## config.mk

```make
export PLATFORM = sky130hd
export DESIGN_NAME = execute_stage
export DESIGN_NICKNAME = d
export VERILOG_FILES = /design/src/rtl/execute_stage.sv
export SDC_FILE = /design/constraint.sdc
export NUM_CORES = 2
export LEC_CHECK = 0
export BUFFER_PORTS_ARGS = -buffer_cell sky130_fd_sc_hd__buf_2
export CORE_ASPECT_RATIO = 0.8
export CORE_UTILIZATION = 40
export DETAILED_ROUTE_END_ITERATION = 7
export MAX_ROUTING_LAYER = met4
export PLACE_DENSITY = 0.69
export SLEW_MARGIN = 20
export SYNTH_ARGS = -nofsm -noshare
export SYNTH_HDL_FRONTEND = slang
export SYNTH_SLANG_ARGS = --single-unit
export TNS_END_PERCENT = 100
```

## constraint.sdc

```tcl
create_clock -name clk -period 7.5 [get_ports clk]
set_input_delay 1.5 -clock clk [delete_from_list [all_inputs] [get_ports clk]]
set_output_delay 1.5 -clock clk [all_outputs]
set_load 0.02 [all_outputs]
```

## src/rtl/execute_stage.sv

```systemverilog
// EX stage of the 5-stage MIPS pipeline: operand forwarding, ALU, multi-cycle
// multiply/divide unit with HI/LO, and the EX/MEM pipeline register.
//
// state | meaning
// IDLE  | MD unit free; mult/multu/div/divu launches here, HI/LO readable
// BUSY  | MD op in flight; md_cnt counts remaining edges down to 0
module execute_stage #(
  parameter int WIDTH      = 32,
  parameter int MUL_CYCLES = 4
) (
  input  logic             clk,
  input  logic             rst_n,
  input  logic [WIDTH-1:0] rd1_E,
  input  logic [WIDTH-1:0] rd2_E,
  input  logic [WIDTH-1:0] signimm_E,
  input  logic [WIDTH-1:0] result_W,
  input  logic [1:0]       forwardA_E,
  input  logic [1:0]       forwardB_E,
  input  logic [3:0]       alucontrol_E,
  input  logic             alusrc_E,
  input  logic             regdst_E,
  input  logic [4:0]       rt_E,
  input  logic [4:0]       rd_E,
  input  logic             regwrite_E,
  input  logic             memwrite_E,
  input  logic             memtoreg_E,
  input  logic [2:0]       md_op_E,
  output logic             regwrite_M,
  output logic             memwrite_M,
  output logic             memtoreg_M,
  output logic [WIDTH-1:0] aluout_M,
  output logic [WIDTH-1:0] writedata_M,
  output logic [4:0]       writereg_M,
  output logic             md_busy,
  output logic             md_stall
);

  localparam int MAXC = (WIDTH > MUL_CYCLES) ? WIDTH : MUL_CYCLES;
  localparam int CW   = (MAXC > 1) ? $clog2(MAXC) : 1;

  typedef enum logic {IDLE, BUSY} md_state_t;

  md_state_t        md_state;
  logic [CW-1:0]    md_cnt;
  logic             md_is_div, md_sgn, md_neg_q, md_neg_r, md_dvz;
  logic [WIDTH-1:0] md_quo, md_rem, md_b, md_dvd;
  logic [WIDTH-1:0] hi, lo;

  logic [WIDTH-1:0] srca, fwd_b, srcb, alu_res, ex_res;
  logic             slt_bit, sltu_bit, md_launch, launch_div, launch_sgn;

  always_comb begin
    case (forwardA_E)
      2'b01:   srca = result_W;
      2'b10:   srca = aluout_M;
      default: srca = rd1_E;
    endcase
    case (forwardB_E)
      2'b01:   fwd_b = result_W;
      2'b10:   fwd_b = aluout_M;
      default: fwd_b = rd2_E;
    endcase
  end

  assign srcb     = alusrc_E ? signimm_E : fwd_b;
  assign slt_bit  = $signed(srca) < $signed(srcb);
  assign sltu_bit = srca < srcb;

  always_comb begin
    case (alucontrol_E)
      4'b0000: alu_res = srca & srcb;
      4'b0001: alu_res = srca | srcb;
      4'b0010: alu_res = srca + srcb;
      4'b0110: alu_res = srca - srcb;
      4'b1100: alu_res = ~(srca | srcb);
      4'b1101: alu_res = srca ^ srcb;
      4'b0111: alu_res = {{(WIDTH-1){1'b0}}, slt_bit};
      4'b1001: alu_res = {{(WIDTH-1){1'b0}}, sltu_bit};
      default: alu_res = '0;
    endcase
  end

  assign ex_res = (md_op_E == 3'b101) ? hi :
                  (md_op_E == 3'b110) ? lo : alu_res;

  assign md_busy    = (md_state == BUSY);
  assign md_stall   = md_busy && (md_op_E != 3'b000) && (md_op_E != 3'b111);
  assign md_launch  = (md_state == IDLE) && (md_op_E >= 3'b001) && (md_op_E <= 3'b100);
  assign launch_div = (md_op_E == 3'b011) || (md_op_E == 3'b100);
  assign launch_sgn = (md_op_E == 3'b001) || (md_op_E == 3'b011);

  // Restoring divide step on magnitudes; md_quo shifts the dividend out and quotient in.
  logic [WIDTH:0]   div_shift, div_diff;
  logic             div_ge;
  logic [WIDTH-1:0] quo_nxt, rem_nxt, q_fix, r_fix;

  assign div_shift = {md_rem, md_quo[WIDTH-1]};
  assign div_diff  = div_shift - {1'b0, md_b};
  assign div_ge    = ~div_diff[WIDTH];
  assign quo_nxt   = {md_quo[WIDTH-2:0], div_ge};
  assign rem_nxt   = div_ge ? div_diff[WIDTH-1:0] : div_shift[WIDTH-1:0];
  assign q_fix     = md_neg_q ? -quo_nxt : quo_nxt;
  assign r_fix     = md_neg_r ? -rem_nxt : rem_nxt;

  // Sign/zero extension to 2*WIDTH makes one unsigned multiply serve both kinds.
  logic [2*WIDTH-1:0] mul_a_ext, mul_b_ext, mul_prod;
  assign mul_a_ext = {{WIDTH{md_sgn & md_quo[WIDTH-1]}}, md_quo};
  assign mul_b_ext = {{WIDTH{md_sgn & md_b[WIDTH-1]}}, md_b};
  assign mul_prod  = mul_a_ext * mul_b_ext;

  always_ff @(posedge clk) begin
    if (!rst_n) begin
      md_state  <= IDLE;
      md_cnt    <= '0;
      md_is_div <= 1'b0;
      md_sgn    <= 1'b0;
      md_neg_q  <= 1'b0;
      md_neg_r  <= 1'b0;
      md_dvz    <= 1'b0;
      md_quo    <= '0;
      md_rem    <= '0;
      md_b      <= '0;
      md_dvd    <= '0;
      hi        <= '0;
      lo        <= '0;
    end else if (md_state == IDLE) begin
      if (md_launch) begin
        md_state  <= BUSY;
        md_is_div <= launch_div;
        md_sgn    <= launch_sgn;
        md_rem    <= '0;
        md_dvd    <= srca;
        md_dvz    <= (fwd_b == '0);
        if (launch_div) begin
          md_cnt   <= CW'(WIDTH - 1);
          md_quo   <= (launch_sgn && srca[WIDTH-1]) ? -srca : srca;
          md_b     <= (launch_sgn && fwd_b[WIDTH-1]) ? -fwd_b : fwd_b;
          md_neg_q <= launch_sgn && (srca[WIDTH-1] ^ fwd_b[WIDTH-1]);
          md_neg_r <= launch_sgn && srca[WIDTH-1];
        end else begin
          md_cnt   <= CW'(MUL_CYCLES - 1);
          md_quo   <= srca;
          md_b     <= fwd_b;
          md_neg_q <= 1'b0;
          md_neg_r <= 1'b0;
        end
      end
    end else begin
      if (md_is_div) begin
        md_quo <= quo_nxt;
        md_rem <= rem_nxt;
      end
      if (md_cnt == '0) begin
        md_state <= IDLE;
        if (!md_is_div) begin
          hi <= mul_prod[2*WIDTH-1:WIDTH];
          lo <= mul_prod[WIDTH-1:0];
        end else if (md_dvz) begin
          hi <= md_dvd;
          lo <= '1;
        end else begin
          hi <= r_fix;
          lo <= q_fix;
        end
      end else begin
        md_cnt <= md_cnt - CW'(1);
      end
    end
  end

  always_ff @(posedge clk) begin
    if (!rst_n) begin
      regwrite_M  <= 1'b0;
      memwrite_M  <= 1'b0;
      memtoreg_M  <= 1'b0;
      aluout_M    <= '0;
      writedata_M <= '0;
      writereg_M  <= '0;
    end else if (md_stall) begin
      regwrite_M <= 1'b0;
      memwrite_M <= 1'b0;
      memtoreg_M <= 1'b0;
    end else begin
      regwrite_M  <= regwrite_E;
      memwrite_M  <= memwrite_E;
      memtoreg_M  <= memtoreg_E;
      aluout_M    <= ex_res;
      writedata_M <= fwd_b;
      writereg_M  <= regdst_E ? rd_E : rt_E;
    end
  end

endmodule

```

==> impl_metrics.py <==
metrics = {
    "outcome": {
        "status": "complete, but fails checks",
        "failed_checks": "design-rule violations, negative setup slack",
    },
    "timing": {
        "final.setup.tns_ns": -3.24,
        "period_share_pct": 104,
        "timing.final.ws_setup_ns": -0.309,
        "fmax_mhz": 128,
        "worst_slew_pin_slew_ns": 1.23,
        "finalHoldViolCount": 0,
        "slew_violations": 0,
        "maxSlewHeadroom_pct": 17.8,
        "rsz0062_at_grt": "yes",
        "finClkSkew_ns": 0.0500,
        "min_period_ns": 7.81,
        "hold_ws_ns": 0.447,
        "setup_viol": 22,
    },
    "logic_synthesis": {
        "synth_compound_area_share_pct": 15.0,
        "avgSynthCellArea_sq_um": 8.18,
        "synthCells": 7399,
        "synthMuxAreaShare_pct": 0.606,
        "syn-cell-area_sq_um": 60500,
        "synth_cell_types": 101,
        "syn-num-nets": 9034,
        "yosys.area_share.simple_pct": 16.6,
        "synthAdderAreaFrac_pct": 44.6,
        "ys.warnings.count": 0,
        "ys_seq_area_share_pct": 9.10,
        "synth-main-ff-cell": "dfxtp_1",
        "synthArstFlopShare_pct": 0,
        "synth_top_family_by_area": "adder cells",
        "ys_ff_latch": 275,
        "synthXorXnorAreaFrac_pct": 3.08,
        "synth_edf_count": 0,
    },
    "route": {
        "dr.pass1.iters": 8,
        "postRouteAntennaNets": 0,
        "wire_per_inst_microns": 23.8,
        "viasPerCell": 5.73,
        "wl_microns": 236000,
        "drc": 16,
        "drt_iter0_markers": 6802,
        "via_count": 56900,
    },
    "global_route": {
        "grt_pass1_wl_microns": 354000,
        "overflow": 0,
        "track_usage_pct": 31.3,
        "grt_max_degree": 81,
        "first_global_vias": 56800,
        "antenna_found_initial": 4,
    },
    "hold_path": {
        "min_to": "lo[27]",
        "hp-class": "reg2reg",
        "holdCritStartpoint": "lo[27]",
        "hold_depth": 2,
    },
    "cts": {
        "cts_buffers": 35,
        "clock_latency_ns": 0.63,
        "cts_root_buffer": "clkbuf_16",
        "cts_tree": "yes",
        "clkSlewWorstSetupHoldPaths_ns": 0.08,
        "clock_path_buffers": 3,
        "htree_levels": 2,
        "cts.sinks": 275,
        "postCtsHoldBufs": 0,
    },
    "die": {
        "pin_count": 230,
        "core-area_sq_um": 150000,
        "initial_utilization_pct": 40.4,
        "die_x_microns": 437,
        "die_h_microns": 350,
        "rows": 127,
        "die-area_sq_um": 153000,
    },
    "worst_setup_path": {
        "cp_data_required_time_ns": 8.06,
        "path_max_fanout": 6,
        "path_class": "reg2reg",
        "slowest_stage": "fa_2",
        "crit_arrival_ns": 8.36,
        "crit_top_cell": "fa_1",
        "startpoint_type": "flop",
        "r2r-end": "hi[26]",
        "rr_worst_depth": 28,
        "cp-end-kind": "flop",
        "r2r-start": "md_quo[31]",
        "reg2reg_slack_ns": -0.31,
        "max_stage_delay_ns": 0.64,
    },
    "placed_design": {
        "dp_cells": 9776,
        "port_buffers": 229,
        "place_congestion": 1.08,
        "place_hpwl_microns": 190000,
        "place_ws_ns": -0.638,
    },
    "finish": {
        "final_common_cell": "inv_1",
        "regArea_sq_um": 5610,
        "final_cell_mix": "1,233 x inv_1, 1,091 x fa_1, 1,077 x nand2_1",
        "nets": 9536,
        "multi_input_area_sq_um": 49700,
        "layout-drive-gt1-share_pct": 17.5,
        "area_growth_pct": 18.7,
        "stdcell_count": 9934,
        "nFillCells": 14300,
    },
    "power": {
        "p_leak_nw": 33.7,
        "power_density_nw_per_um2": 194,
        "ir_worst_vdd_v": 0.000211,
    },
    "flow_run": {
        "maxCapViolCount": 0,
    },
}
==> area by class of cell <==
class	instances	area share (%)
Antenna cell	9	0.0314
Clock buffer	47	1.35
Clock inverter	15	0.272
Inverter	1280	6.72
Multi-Input combinational cell	5351	69.2
Sequential cell	275	7.81
Tap cell	1999	3.48
Timing Repair Buffer	958	11.1
==> stage by stage <==
stage / cell area (sq um) / utilization [%] / power (W)
floorplan: 60700 / - / 0.00679
global placement: 68100 / 45.4 / 0.0106
detailed placement: 68100 / 45.4 / 0.0107
CTS: 70400 / 47.0 / 0.0130
global route: 71800 / 47.9 / 0.0147
finish: 71800 / 47.9 / 0.0139
==> where the power goes <==
part | switching (W) | internal, W
Clock | 0.000866 | 0.00100
Combinational | 0.00604 | 0.00422
Sequential | 0.000186 | 0.00161
Total | 0.00709 | 0.00684
==> what timing repair did <==
item / in CTS / in global routing
pin swaps: 104 / 148
gates resized for setup: 217 / 241
setup endpoints to repair: 40 / 38
gates cloned: 1 / 3
buffers inserted: 51 / 39
==> worst max path at each step <==
stage                           from  endpoint  slack (ns)  cells past startpoint
after floorplan           md_quo[31]    hi[30]      -0.002                     25
after global placement    md_quo[19]    hi[27]       -0.54                     27
after detailed placement  md_quo[19]    hi[27]       -0.64                     27
after CTS                 md_quo[31]    hi[30]       -0.12                     30
after global routing      md_quo[31]    hi[26]       -0.43                     28
final                     md_quo[31]    hi[26]       -0.31                     28
==> worst max-delay path: cells and delay by family, from the launching register on <==
family | cells | cell delay [ns]
AND/OR/NAND/NOR | 3 | 0.45
XOR/XNOR | 1 | 0.12
flip-flops | 1 | 0.38
buffers and inverters | 8 | 0.70
AO/OA/AOI/OAI | 7 | 1.64
adder cells (fa/ha/maj) | 9 | 4.41
==> cells in the mapped netlist, types with 8 or more instances <==
library cell / n / share of area (%)
buf_1: 62 / 0.38
or2_2: 27 / 0.28
o221ai_1: 36 / 0.52
o21a_1: 41 / 0.51
clkbuf_1: 411 / 2.5
and2_1: 319 / 3.3
o211ai_1: 45 / 0.56
o21bai_1: 27 / 0.33
xor2_1: 51 / 0.74
nand3b_1: 9 / 0.11
fa_1: 1128 / 37
nand3_1: 54 / 0.45
a221oi_1: 47 / 0.68
o21ai_0: 304 / 2.5
a21o_1: 60 / 0.74
buf_2: 18 / 0.15
a31oi_1: 54 / 0.56
dfxtp_1: 275 / 9.1
a22oi_1: 40 / 0.50
a41oi_1: 8 / 0.12
a21oi_1: 388 / 3.2
a221o_1: 61 / 1.0
a21boi_0: 10 / 0.12
inv_1: 1277 / 7.9
o211a_1: 8 / 0.13
ha_1: 351 / 7.3
o2111ai_1: 15 / 0.22
nand2_1: 1092 / 6.8
a2111oi_0: 8 / 0.12
a211o_1: 12 / 0.17
nor2b_1: 18 / 0.19
o31ai_1: 27 / 0.33
nand2b_1: 24 / 0.25
nand4_1: 22 / 0.23
nor4_1: 27 / 0.28
nor2_1: 471 / 2.9
nor3_1: 66 / 0.55
and3_1: 50 / 0.52
a211oi_1: 71 / 0.88
mux2i_1: 31 / 0.51
o22ai_1: 11 / 0.11
o21ai_1: 34 / 0.28
or3_1: 17 / 0.18
and4_1: 10 / 0.14
xnor2_1: 159 / 2.3
==> logic make-up (layout without fill, tap and decap cells) <==
| family | after synthesis | after routing |
|---|---|---|
| xor+xnor | 211 | 211 |
| buf+inv | 1773 | 2300 |
| compound gates | 1391 | 1391 |
| fa+ha+maj | 1479 | 1479 |
| mux | 36 | 36 |
| other cells | 0 | 9 |
| flops | 275 | 275 |
| simple gates | 2234 | 2234 |
==> sequential cells by signal, indices dropped and copies added, names as in the netlist, 5 cells and up <==
| register | flops |
|---|---|
| aluout_M | 32 |
| hi | 32 |
| lo | 32 |
| md_b | 32 |
| md_dvd | 32 |
| md_quo | 32 |
| md_rem | 32 |
| writedata_M | 32 |
| md_cnt | 5 |
| writereg_M | 5 |
==> per-layer routing <==
| metal | vias up | wire length (microns) | GRT usage, % |
|---|---|---|---|
| met5 | - | 0 | - |
| met2 | 3355 | 99800 | 44.7 |
| met1 | 28700 | 98300 | 43.6 |
| met4 | 0 | 8790 | 9.32 |
| li1 | 24400 | - | - |
| met3 | 439 | 29400 | 7.67 |
No activity file was read; power rests on OpenSTA's default activity.
